===== config.mk =====
export PLATFORM = sky130hd
export DESIGN_NAME = fan_ctrl
export DESIGN_NICKNAME = d
export VERILOG_FILES = /design/src/rtl/fan_ctrl.sv
export SDC_FILE = /design/constraint.sdc
export NUM_CORES = 1
export LEC_CHECK = 0
export ABC_AREA = 1
export CORE_MARGIN = 2
export CORE_UTILIZATION = 45
export DETAILED_ROUTE_END_ITERATION = 16
export PLACE_DENSITY_LB_ADDON = 0.2
export SLEW_MARGIN = 20
export SYNTH_ARGS = -nofsm -noshare
export SYNTH_HDL_FRONTEND = slang
export SYNTH_SLANG_ARGS = --single-unit

===== constraint.sdc =====
create_clock -name clk -period 3.1 [get_ports clk]
set_input_delay 0.775 -clock clk [delete_from_list [all_inputs] [get_ports clk]]
set_output_delay 0.775 -clock clk [all_outputs]
set_load 0.02 [all_outputs]

===== src/rtl/fan_ctrl.sv =====
// Multi-channel fan controller: PWM outputs with shadowed duty, tacho RPM capture and optional
// stall detection with a maskable interrupt (enabled by defining FAN_CTRL_STALL_IRQ_EN).
`timescale 1ns/1ps
module fan_ctrl #(
    parameter logic [4:0] BASE_ADDR   = 5'h0,
    parameter int         NUM_FANS    = 2,
    parameter int         STALL_LIMIT = 3
) (
    input  logic                clk,
    input  logic                rst_n,
    input  logic [4:0]          csr_a,
    input  logic [7:0]          csr_di,
    input  logic                csr_we,
    output logic [7:0]          csr_do,
    input  logic                pwm_ce,
    input  logic                ce_1hz,
    input  logic [NUM_FANS-1:0] tacho_in,
    output logic [NUM_FANS-1:0] pwm_out,
    output logic [NUM_FANS-1:0] pwm_en,
    output logic                irq
);

    localparam logic [3:0] CH_MASK  = 4'((1 << NUM_FANS) - 1);
    localparam logic [4:0] LAST_OFF = 5'(1 + 2 * NUM_FANS);

    logic [5:0] diff;
    logic [4:0] off;
    logic       hit;
    logic       wr_ctrl;

    assign diff    = {1'b0, csr_a} - {1'b0, BASE_ADDR};
    assign off     = diff[4:0];
    assign hit     = !diff[5] && (off <= LAST_OFF);
    assign wr_ctrl = csr_we && hit && (off == 5'd0);

    logic [3:0] en_q;
    logic [3:0] inv_q;

    always_ff @(posedge clk) begin
        if (!rst_n) begin
            en_q  <= '0;
            inv_q <= '0;
        end else if (wr_ctrl) begin
            en_q  <= csr_di[3:0] & CH_MASK;
            inv_q <= csr_di[7:4] & CH_MASK;
        end
    end

    assign pwm_en = en_q[NUM_FANS-1:0];

    logic [7:0] pwm_cnt;
    logic       wrap;

    assign wrap = pwm_ce && (pwm_cnt == 8'hFF);

    always_ff @(posedge clk) begin
        if (!rst_n) begin
            pwm_cnt <= '0;
        end else if (pwm_ce) begin
            pwm_cnt <= pwm_cnt + 8'd1;
        end
    end

    logic [NUM_FANS-1:0][7:0] duty_v;
    logic [NUM_FANS-1:0][7:0] tacho_v;
    logic [3:0]               stall_set;

    for (genvar g = 0; g < NUM_FANS; g++) begin : g_ch
        logic [7:0] duty;
        logic [7:0] shadow;
        logic       run;
        logic       raw;
        logic [1:0] sync;
        logic       prev;
        logic       edge_det;
        logic [7:0] tcnt;
        logic [7:0] tcap;

        always_ff @(posedge clk) begin
            if (!rst_n) begin
                duty <= '0;
            end else if (csr_we && hit && (off == 5'(2 + 2 * g))) begin
                duty <= csr_di;
            end
        end

        // run gates the output until the first wrap after enable, so a period never starts mid-count
        always_ff @(posedge clk) begin
            if (!rst_n) begin
                shadow <= '0;
                run    <= 1'b0;
            end else if (!en_q[g]) begin
                shadow <= duty;
                run    <= 1'b0;
            end else if (wrap) begin
                shadow <= duty;
                run    <= 1'b1;
            end
        end

        assign raw        = run && (pwm_cnt < shadow);
        assign pwm_out[g] = en_q[g] ? (raw ^ inv_q[g]) : inv_q[g];

        always_ff @(posedge clk) begin
            if (!rst_n) begin
                sync <= '0;
                prev <= 1'b0;
                tcnt <= '0;
                tcap <= '0;
            end else begin
                sync <= {sync[0], tacho_in[g]};
                prev <= sync[1];
                if (ce_1hz) begin
                    tcap <= tcnt;
                    tcnt <= {7'd0, edge_det};
                end else if (edge_det && (tcnt != 8'hFF)) begin
                    tcnt <= tcnt + 8'd1;
                end
            end
        end

        assign edge_det   = sync[1] & ~prev;
        assign duty_v[g]  = duty;
        assign tacho_v[g] = tcap;

`ifdef FAN_CTRL_STALL_IRQ_EN
        localparam logic [2:0] STALL_LIM = 3'(STALL_LIMIT);
        logic [2:0] sc;
        logic       qual;

        // qualifies on the count being captured by this ce_1hz
        assign qual = en_q[g] && (duty != 8'd0) && (tcnt == 8'd0);

        always_ff @(posedge clk) begin
            if (!rst_n) begin
                sc <= '0;
            end else if (ce_1hz) begin
                if (!qual) begin
                    sc <= '0;
                end else if (sc != STALL_LIM) begin
                    sc <= sc + 3'd1;
                end
            end
        end

        assign stall_set[g] = ce_1hz && qual && (sc >= STALL_LIM - 3'd1);
`else
        assign stall_set[g] = 1'b0;
`endif
    end

    for (genvar g = NUM_FANS; g < 4; g++) begin : g_pad
        assign stall_set[g] = 1'b0;
    end

    logic [7:0] status_rd;

`ifdef FAN_CTRL_STALL_IRQ_EN
    logic [3:0] flags;
    logic [3:0] irq_en;
    logic       wr_status;

    assign wr_status = csr_we && hit && (off == 5'd1);

    // a stall set in the same cycle as a W1C clear wins
    always_ff @(posedge clk) begin
        if (!rst_n) begin
            flags  <= '0;
            irq_en <= '0;
        end else begin
            if (wr_status) begin
                irq_en <= csr_di[7:4] & CH_MASK;
            end
            flags <= (flags & ~(wr_status ? csr_di[3:0] : 4'h0)) | stall_set;
        end
    end

    assign status_rd = {irq_en, flags};
    assign irq       = |(flags & irq_en);
`else
    assign status_rd = 8'h00;
    assign irq       = 1'b0;
`endif

    always_comb begin
        csr_do = '0;
        if (hit) begin
            if (off == 5'd0) begin
                csr_do = {inv_q, en_q};
            end else if (off == 5'd1) begin
                csr_do = status_rd | {4'h0, stall_set & 4'h0};
            end else begin
                for (int unsigned i = 0; i < NUM_FANS; i++) begin
                    if (off == 5'(2 + 2 * i)) csr_do = duty_v[i];
                    if (off == 5'(3 + 2 * i)) csr_do = tacho_v[i];
                end
            end
        end
    end

endmodule


; Word-level counts from Yosys, hierarchy flattened
; Cells that the tools add are included.
[op_classes]
n_addsub = 3
n_lt_le_gt_ge = 3
eq_ne = 10
muxes = 17
n_bitwise = 7
reduce_logical = 15
[op_table]
columns = cell, n
row1 = two-way mux 8 bit, 11
row2 = adder 8 x 1 -> 8 bit (second input constant), 3
row3 = < comparator 8 bit, 2
row4 = inequality test 8 bit (second input constant), 2
row5 = equality test 5 x 2 -> 1 bit (second input constant), 2
row6 = equality test 5 x 3 -> 1 bit (second input constant), 2
row7 = logical AND 1 bit, 9
row8 = equality test 8 bit (second input constant), 1
row9 = two-way mux 1 bit, 6
row10 = equality test 5 x 1 -> 1 bit (second input constant), 1
row11 = less-or-equal comparator 5 x 3 -> 1 bit (second input constant), 1
row12 = logical NOT 5 bit, 1
row13 = inequality test 2 x 1 -> 1 bit (second input constant), 2
row14 = AND reduction 2 bit, 2
row15 = nonzero test 2 bit, 2
row16 = inverter 1 bit, 3
row17 = AND 1 bit, 2
row18 = OR reduction 2 bit, 1
row19 = bitwise XOR 1 bit, 2
[totals]
reg_bits = 84
in_bits = 20
output_inout_bits = 13
word_cells = 74

; Longest topological paths before layout
; Gate-level depths: netlist of the first run.
[logic_depth]
depth_word = 8
mapped_depth = 13

; Worst setup path after synthesis of the first run
; Ideal clock, no wire load.
[synth_timing]
path_kind = in2out
from = in csr_a[2]
to = out csr_do[4]
t_arrival_ns = 1.766
t_required_ns = 2.325
setup_slack_ns = 0.559
path_stages = 6
n_path_buf = 0
cell_sequence = inv_1 > nor2_2 > nand3_1 > o21ai_0 > a211oi_1 > o21ai_0
[synth_via]
elab_chain_cells = 8
word_cells_on_any_way = 14
classes_between = 1 x order compare / 5 x eq/ne / 7 x mux / 1 x reduce/logical
[synth_lines]
columns = element, line
row1 = start: declaration, 11  ; input logic [4:0] csr_a,
row2 = equality test 5 x 2 -> 1 bit, 194  ; if (off == 5'(2 + 2 * i)) csr_do = duty_v[i];
row3 = two-way mux 8 bit, 194
row4 = two-way mux 8 bit, 195  ; if (off == 5'(3 + 2 * i)) csr_do = tacho_v[i];
row5 = two-way mux 8 bit, 194
row6 = two-way mux 8 bit, 195
row7 = two-way mux 8 bit, 190  ; end else if (off == 5'd1) begin
row8 = two-way mux 8 bit, 188  ; if (off == 5'd0) begin
row9 = two-way mux 8 bit (*), 187  ; if (hit) begin
row10 = end: declaration, 14  ; output logic [7:0] csr_do,
; Mark *: on every way between the ends. The rest lies on a longest branch, timed or not.

; Worst setup path in the final report of the first run
[layout_timing]
from = in csr_a[0]
to = out csr_do[1]
; The elaborated chain is that of the path after synthesis.

==> results of run 1 <==
==> final timing paths <==
kind              slack [ps]         endpoint  cells after the start
hold reg to reg          420  g_ch[1].sync[1]                      2
hold / removal           420  g_ch[1].sync[1]                      2
setup / recovery          60        csr_do[1]                     10
setup reg to reg        1500  g_ch[0].tcnt[1]                      7
==> layout by cell type (no fill, tap or decap), types with 5 or more instances in the layout <==
cell,netlist,final
a21oi_1,72,71
buf_2,2,8
buf_4,3,13
clkbuf_8,0,9
clkdlybuf4s50_1,0,16
dfxtp_1,84,81
dlymetal6s2s_1,0,6
ha_1,17,17
inv_1,84,80
inv_2,3,7
nand2_1,93,93
nand3_1,15,14
nor2_1,33,31
nor3_1,5,5
o21ai_0,65,59
o21ai_1,8,13
xor2_1,7,7
==> stage by stage <==
stage	area, µm²	setup TNS [ps]
2_1_floorplan	4000	0
3_3_place_gp	4410	-2930
3_5_place_dp	4410	-3300
4_1_cts	4650	-100
5_1_grt	4700	-45.8
6_report	4700	0
==> area by class of cell <==
class	instances	area share [%]
Multi-Input combinational cell	349	41.1
Sequential cell	84	35.9
Timing Repair Buffer	43	7.94
Inverter	88	7.06
Tap cell	108	2.88
Clock buffer	10	2.72
Clock inverter	6	2.40
==> worst max-delay path: stages <==
cell and delay (ps):
clkdlybuf4s50_1 500, nor2_2 60, nand3_2 120, buf_4 130, clkinv_2 70, a21oi_1 140, o21ai_0 130, o21ai_2 80
nand3_1 90, buf_2 170
==> per-layer routing <==
layer | vias up | wire [µm] | part of all wire [%]
met4 | 0 | 74 | 0.81
met2 | 64 | 4570 | 50
met3 | 6 | 285 | 3.1
met1 | 1589 | 4240 | 46
met5 | - | 0 | 0
li1 | 1818 | - | -
==> cell families after synthesis <==
family	count (synthesis)	synth area share (%)
adders and majority gates	17	5.32
buffers and inverters	105	10.8
and+or+nand+nor	166	19.1
other	1	0.0939
xor gates and xnor gates	9	1.97
AOI/OAI and AO/OA	156	20.6
DFF	84	42.1
==> cell usage after synthesis, types with 2 or more instances <==
cell      number  area [µm²]
buf_4          3        22.5
nand2_4        2        22.5
inv_2          3        11.3
a211oi_1       3        22.5
nand2_2        2        12.5
nor3b_1        2        15.0
buf_6          3        33.8
nand4_1        3        18.8
nor3_1         5        25.0
nand2_1       93         349
nor2_2         4        25.0
o21ai_0       65         325
xor2_1         7        61.3
nor2_1        33         124
a21oi_1       72         360
buf_2          2        10.0
o22a_1         3        26.3
dfxtp_1       84        1680
xnor2_1        2        17.5
ha_1          17         213
nand3_1       15        75.1
o21ai_1        8        40.0
clkbuf_1       8        30.0
inv_1         84         315
==> report_power, final <==
part,internal (mW),leakage (nW),switching (mW)
sequential,1.10,0.683,0.0134
combinational,0.0605,1.19,0.0918
clock,0.537,0.120,0.395
total,1.70,1.99,0.500
==> sequential cells by signal (all words and copies together), names as in the netlist, 4 cells and up <==
name,flops
g_ch.duty,16
g_ch.tcnt,16
g_ch.shadow,16
g_ch.sync,4
pwm_cnt,8
g_ch.tcap,16
==> timing repair <==
action,CTS,global route
pin swaps,1,2
gates resized for setup,42,21
endpoints found under the setup margin,9,10
endpoints found under the hold margin,0,0
setup buffers,0,2
==> implementation parameters, run 1 <==
Parameter                              Value

Outcome
  Result of the run ... finished, final reports clean

Timing
  Max-slew headroom ... 62.6%
  Total count of hold-check failures in the final report ... 0
  Final clock skew ... 10.0 ps
  Number of pins exceeding their max-slew limit in the final report ... 0
  Crit path time final ... 3040 ps
  Final worst hold slack ... 419 ps
  Fmax ... 329 MHz
  Slew of the pin with the lowest slew margin ... 561 ps
  Final Setup Violations ... 0
  Final clock period utilization by the worst path ... 97.9%
  Worst setup margin ... 63.7 ps

Floorplan
  Full die area ... 9650 µm²
  Die span in y ... 98.2 µm
  Starting density of the core ... 46.0%
  Area inside the core boundary ... 8680 µm²
  Die Width ... 98.2 µm
  Site row count ... 34
  Ports ... 33

Setup path
  Endpoint type of the worst setup path ... primary output
  Critical path data required time ... 2320 ps
  Startpoint kind of the worst setup timing path ... input port
  Critical-path maximum fanout ... 5
  Launch instance of the worst register-to-register path ... g_ch[0].tcnt[0]
  Startpoint of the worst setup timing path ... csr_a[0]
  Kind of critical path ... input port to primary output
  Signal arrival time at the worst endpoint ... 2260 ps

Power and ir drop
  P_leak ... 1.99 nW
  Overall power after layout ... 2.20 mW
  Worst voltage drop across the vdd grid ... 0.000278 V
  Power density cells ... 468 nW/µm²

Layout
  Non-Filler Instances ... 688
  Final-layout fill cell count ... 850
  Multi-input logic area ... 1930 µm²
  Share of the core filled with cells ... 54.1%
  Footprint of the flip-flops and latches ... 1690 µm²
  Share of final-layout standard cells stronger than drive strength 1 ... 11.7%
  Nets@finish ... 612
  Antenna diodes ... 0
  Layout-stage area growth over the synthesis result ... 17.5%

Route
  Number of iterations in the first detailed-routing pass ... 4
  Routed wire length per instance ... 13.3 µm
  Number of vias per cell after detailed routing ... 5.05
  Routed Antenna Nets ... 0
  Residual DRC count ... 0
  Initial DRC Count ... 107
  Drt total wl ... 9.17 mm
  Via count ... 3477

Yosys
  Register bit total from synthesis ... 84
  Sequential-to-total area share from yosys stat ... 42.1%
  Number of enable-type register cells in the synthesized netlist ... 0
  Netlist area before placement ... 4000 µm²
  Number of instances in the synthesized netlist ... 538
  Per-instance average area after synthesis ... 7.43 µm²
  Most instantiated flip-flop cell in the synthesis netlist ... dfxtp_1
  Synth unique cells ... 39
  Number of nets in the synthesized netlist ... 575
  Proportion of register bits with asynchronous set or reset after synthesis ... 0%
  Syn. warnings ... 0

Placed design
  Final GP Congestion ... 0.868
  Post-placement cell count ... 670
  Placement Setup Slack ... -487 ps
  Buffers on Ports ... 31
  Placed wire-length estimate after detailed placement ... 6.74 mm

Clock tree
  TritonCTS buffer count ... 9
  Clock Pin Slew Worst Setup and Hold Paths ... 90 ps
  Max H-tree Level ... 3
  Clk sink count ... 84
  CTS Buffer Depth ... 2
  Clock Latency Late Sink ... 360 ps
  CTS tree ... done
  Root buf cell ... clkbuf_8
  Cts-stage hold buffer count ... 0

GRT
  Number of global-route vias before repair ... 3246
  Maximum number of pins on one net before global-route repair ... 66
  Met2 demand-to-capacity share in global routing ... 34.0%
  Global-route wire length before repair ... 15.5 mm
  Met1 usage in global routing ... 25.2%
  GRT Resource Usage Total ... 19.8%
  Most Crowded Layer GR ... met2
  Met3 Track Usage GR ... 4.65%
  Total congestion overflow ... 0
  Initial antenna violation count ... 0

Hold path
  Worst Hold Class ... register to register
  Worst Min Path Start ... g_ch[1].sync[0]

Flow run
  Number of max-cap violations ... 0
No activity file was read; power rests on OpenSTA's default activity.
==> inputs of run 2 (changes only) <==
--- a/config.mk
+++ b/config.mk
@@ -6,6 +6,8 @@
 export NUM_CORES = 1
 export LEC_CHECK = 0
 export ABC_AREA = 1
+export CELL_PAD_IN_SITES_DETAIL_PLACEMENT = 1
+export CELL_PAD_IN_SITES_GLOBAL_PLACEMENT = 1
 export CORE_MARGIN = 2
 export CORE_UTILIZATION = 45
 export DETAILED_ROUTE_END_ITERATION = 16
==> run 2 against run 1 <==
Sequential share of layout area barely moved. Final cell count grew 0.58%. Flip-flop and latch count stayed put. Count of clock-buffer cells in the layout unchanged. Non-clock buffer count increased by 4. Clock power down 14%. Critical path depth unchanged. Routed wire length rose by 17%. Via count increased by 3.0%.
==> implementation parameters, run 2 (same netlist as run 1, synthesis figures left out) <==
Parameter                              Value

Timing
  Unrepaired setup endpoints after global routing ... false
  Final Setup Violations ... 0
  Slew of the pin with the lowest slew margin ... 580 ps
  Fmax ... 351 MHz
  Final clock period utilization by the worst path ... 91.8%
  Setup TNS ... 0 ps
  Final clock skew ... 6.53 ps
  Crit path time final ... 2850 ps
  Max-slew headroom ... 61.3%
  Total count of hold-check failures in the final report ... 0
  Number of pins exceeding their max-slew limit in the final report ... 0
  Final worst hold slack ... 428 ps

Clock tree
  Max H-tree Level ... 3
  Clock Pin Slew Worst Setup and Hold Paths ... 80 ps
  TritonCTS buffer count ... 9
  Clock Latency Late Sink ... 350 ps
  Clk sink count ... 84
  CTS Buffer Depth ... 2
  Cts-stage hold buffer count ... 0
  Root buf cell ... clkbuf_8
  CTS tree ... done

GRT
  Global-route wire length before repair ... 17.8 mm
  Total congestion overflow ... 0
  Number of global-route vias before repair ... 3834
  Most Crowded Layer GR ... met2
  Met1 usage in global routing ... 26.5%
  GRT Resource Usage Total ... 23.0%
  Initial antenna violation count ... 1
  Met3 Track Usage GR ... 3.29%
  Met2 demand-to-capacity share in global routing ... 42.8%
  Maximum number of pins on one net before global-route repair ... 66

Route
  Initial DRC Count ... 60
  Number of iterations in the first detailed-routing pass ... 4
  Residual DRC count ... 0
  Number of vias per cell after detailed routing ... 5.17
  Drt total wl ... 10.7 mm
  Routed wire length per instance ... 15.5 µm
  Via count ... 3581
  Routed Antenna Nets ... 0

Hold path
  Worst Hold Class ... register to register

Placed design
  Buffers on Ports ... 31
  Post-place instance area ... 4430 µm²
  Placed wire-length estimate after detailed placement ... 8.04 mm
  Final GP Congestion ... 0.852

Floorplan
  Die span in y ... 98.2 µm
  Full die area ... 9650 µm²
  Ports ... 33
  Site row count ... 34
  Area inside the core boundary ... 8680 µm²
  Die Width ... 98.2 µm
  Starting density of the core ... 46.0%

Layout
  Antenna diodes ... 0
  Final instance area ... 4700 µm²
  Nets@finish ... 616
  Layout-stage area growth over the synthesis result ... 17.6%
  Share of final-layout standard cells stronger than drive strength 1 ... 12.3%
  Leading cell type in the layout, fill and taps excluded ... nand2_1
  Commonest cells after routing, fill and taps aside ... 93 x nand2_1, 81 x inv_1, 81 x dfxtp_1, 72 x a21oi_1, 62 x o21ai_0
  Final-layout fill cell count ... 1119

Setup path
  Biggest cell delay along the critical path ... 210 ps
  Critical-path maximum fanout ... 4
  Kind of critical path ... input port to primary output
  Category of cells accounting for the largest share of critical-path delay ... buffers and inverters
  Slack of the worst reg-to-reg path ... 1480 ps
  Number of buffer and inverter instances along the worst setup path ... 5
  Startpoint kind of the worst setup timing path ... input port
  Signal arrival time at the worst endpoint ... 2070 ps
  Library cell contributing the largest single delay on the critical path ... dlymetal6s2s_1
  Critical path data required time ... 2320 ps
  Endpoint type of the worst setup path ... primary output
  Crit-path most repeated cell ... buf_4
  Cell-by-cell trace of the critical path ... dlymetal6s2s_1 -> inv_2 -> nand3_2 -> buf_4 -> clkinv_2 -> a21oi_1 -> o21ai_0 -> o21ai_1 -> nand3_1 -> buf_4

Power and ir drop
  Sequential share of power ... 53.7%
  P_leak ... 1.98 nW
  Combinational group share of total power ... 7.7%
  Switching Power ... 0.533 mW
  Clk pwr share ... 38.7%
  Worst voltage drop across the vdd grid ... 0.000202 V
  Fraction of power spent switching nets ... 25.7%
  Power density cells ... 442 nW/µm²
  Overall power after layout ... 2.07 mW
  Internal Dissipation ... 1.54 mW

Flow run
  Number of max-cap violations ... 0

Outcome
  Result of the run ... finished, final reports clean
[run 2: what timing repair did]
item	in CTS	in global routing
gates resized for setup	39	19
setup buffers	1	2
pin swaps	0	5
setup endpoints to repair	10	9
[run 2: layer usage]
layer	vias to the layer above	part of all wire, %
met4	0	2.3
met2	37	52
met3	19	2.2
li1	1824	-
met1	1701	43
met5	-	0
[run 2: final cells by class]
cell class	instances	area, µm²	area share (%)
clock buffers	10	128	2.72
clock inverters	6	72.6	1.54
inverters	88	332	7.06
multi-input cells	349	1930	41.1
flip-flops and latches	84	1690	35.9
well taps	108	135	2.88
repair buffers	47	417	8.87
[run 2: metrics by stage]
stage          utilization [%]  setup WS [ps]  cells
2_1_floorplan                -            559    538
3_3_place_gp              51.1           -389    673
3_5_place_dp              51.1           -489    673
4_1_cts                   53.5          -85.3    690
5_1_grt                   54.1            132    692
6_report                  54.1            254    692
[run 2: path summary, 6_finish.rpt]
| path | from | to | cells past startpoint |
|---|---|---|---|
| min | g_ch[1].sync[1] | g_ch[1].prev | 2 |
| max reg2reg | g_ch[0].tcnt[0] | g_ch[0].tcnt[0] | 9 |
| max | csr_a[4] | csr_do[1] | 10 |
| min reg2reg | g_ch[1].sync[1] | g_ch[1].prev | 2 |
[run 2: power by group through the flow]
stage	clock (mW)	combinational (mW)	sequential, mW
6_report	0.803	0.159	1.11
5_1_grt	0.866	0.180	1.12
4_1_cts	0.827	0.158	1.11
3_5_place_dp	0	0.155	1.14
3_3_place_gp	0	0.147	1.14
2_1_floorplan	0	0.0922	1.13
[run 2: worst register-to-register path: stages, from the launching register on]
cell and delay (ps):
dfxtp_1 340, ha_1 240, nand4_1 130, nor2_1 70, nor2_2 290, inv_1 190, nand2_1 90, nand3_1 60
nand2_1 70, inv_1 40
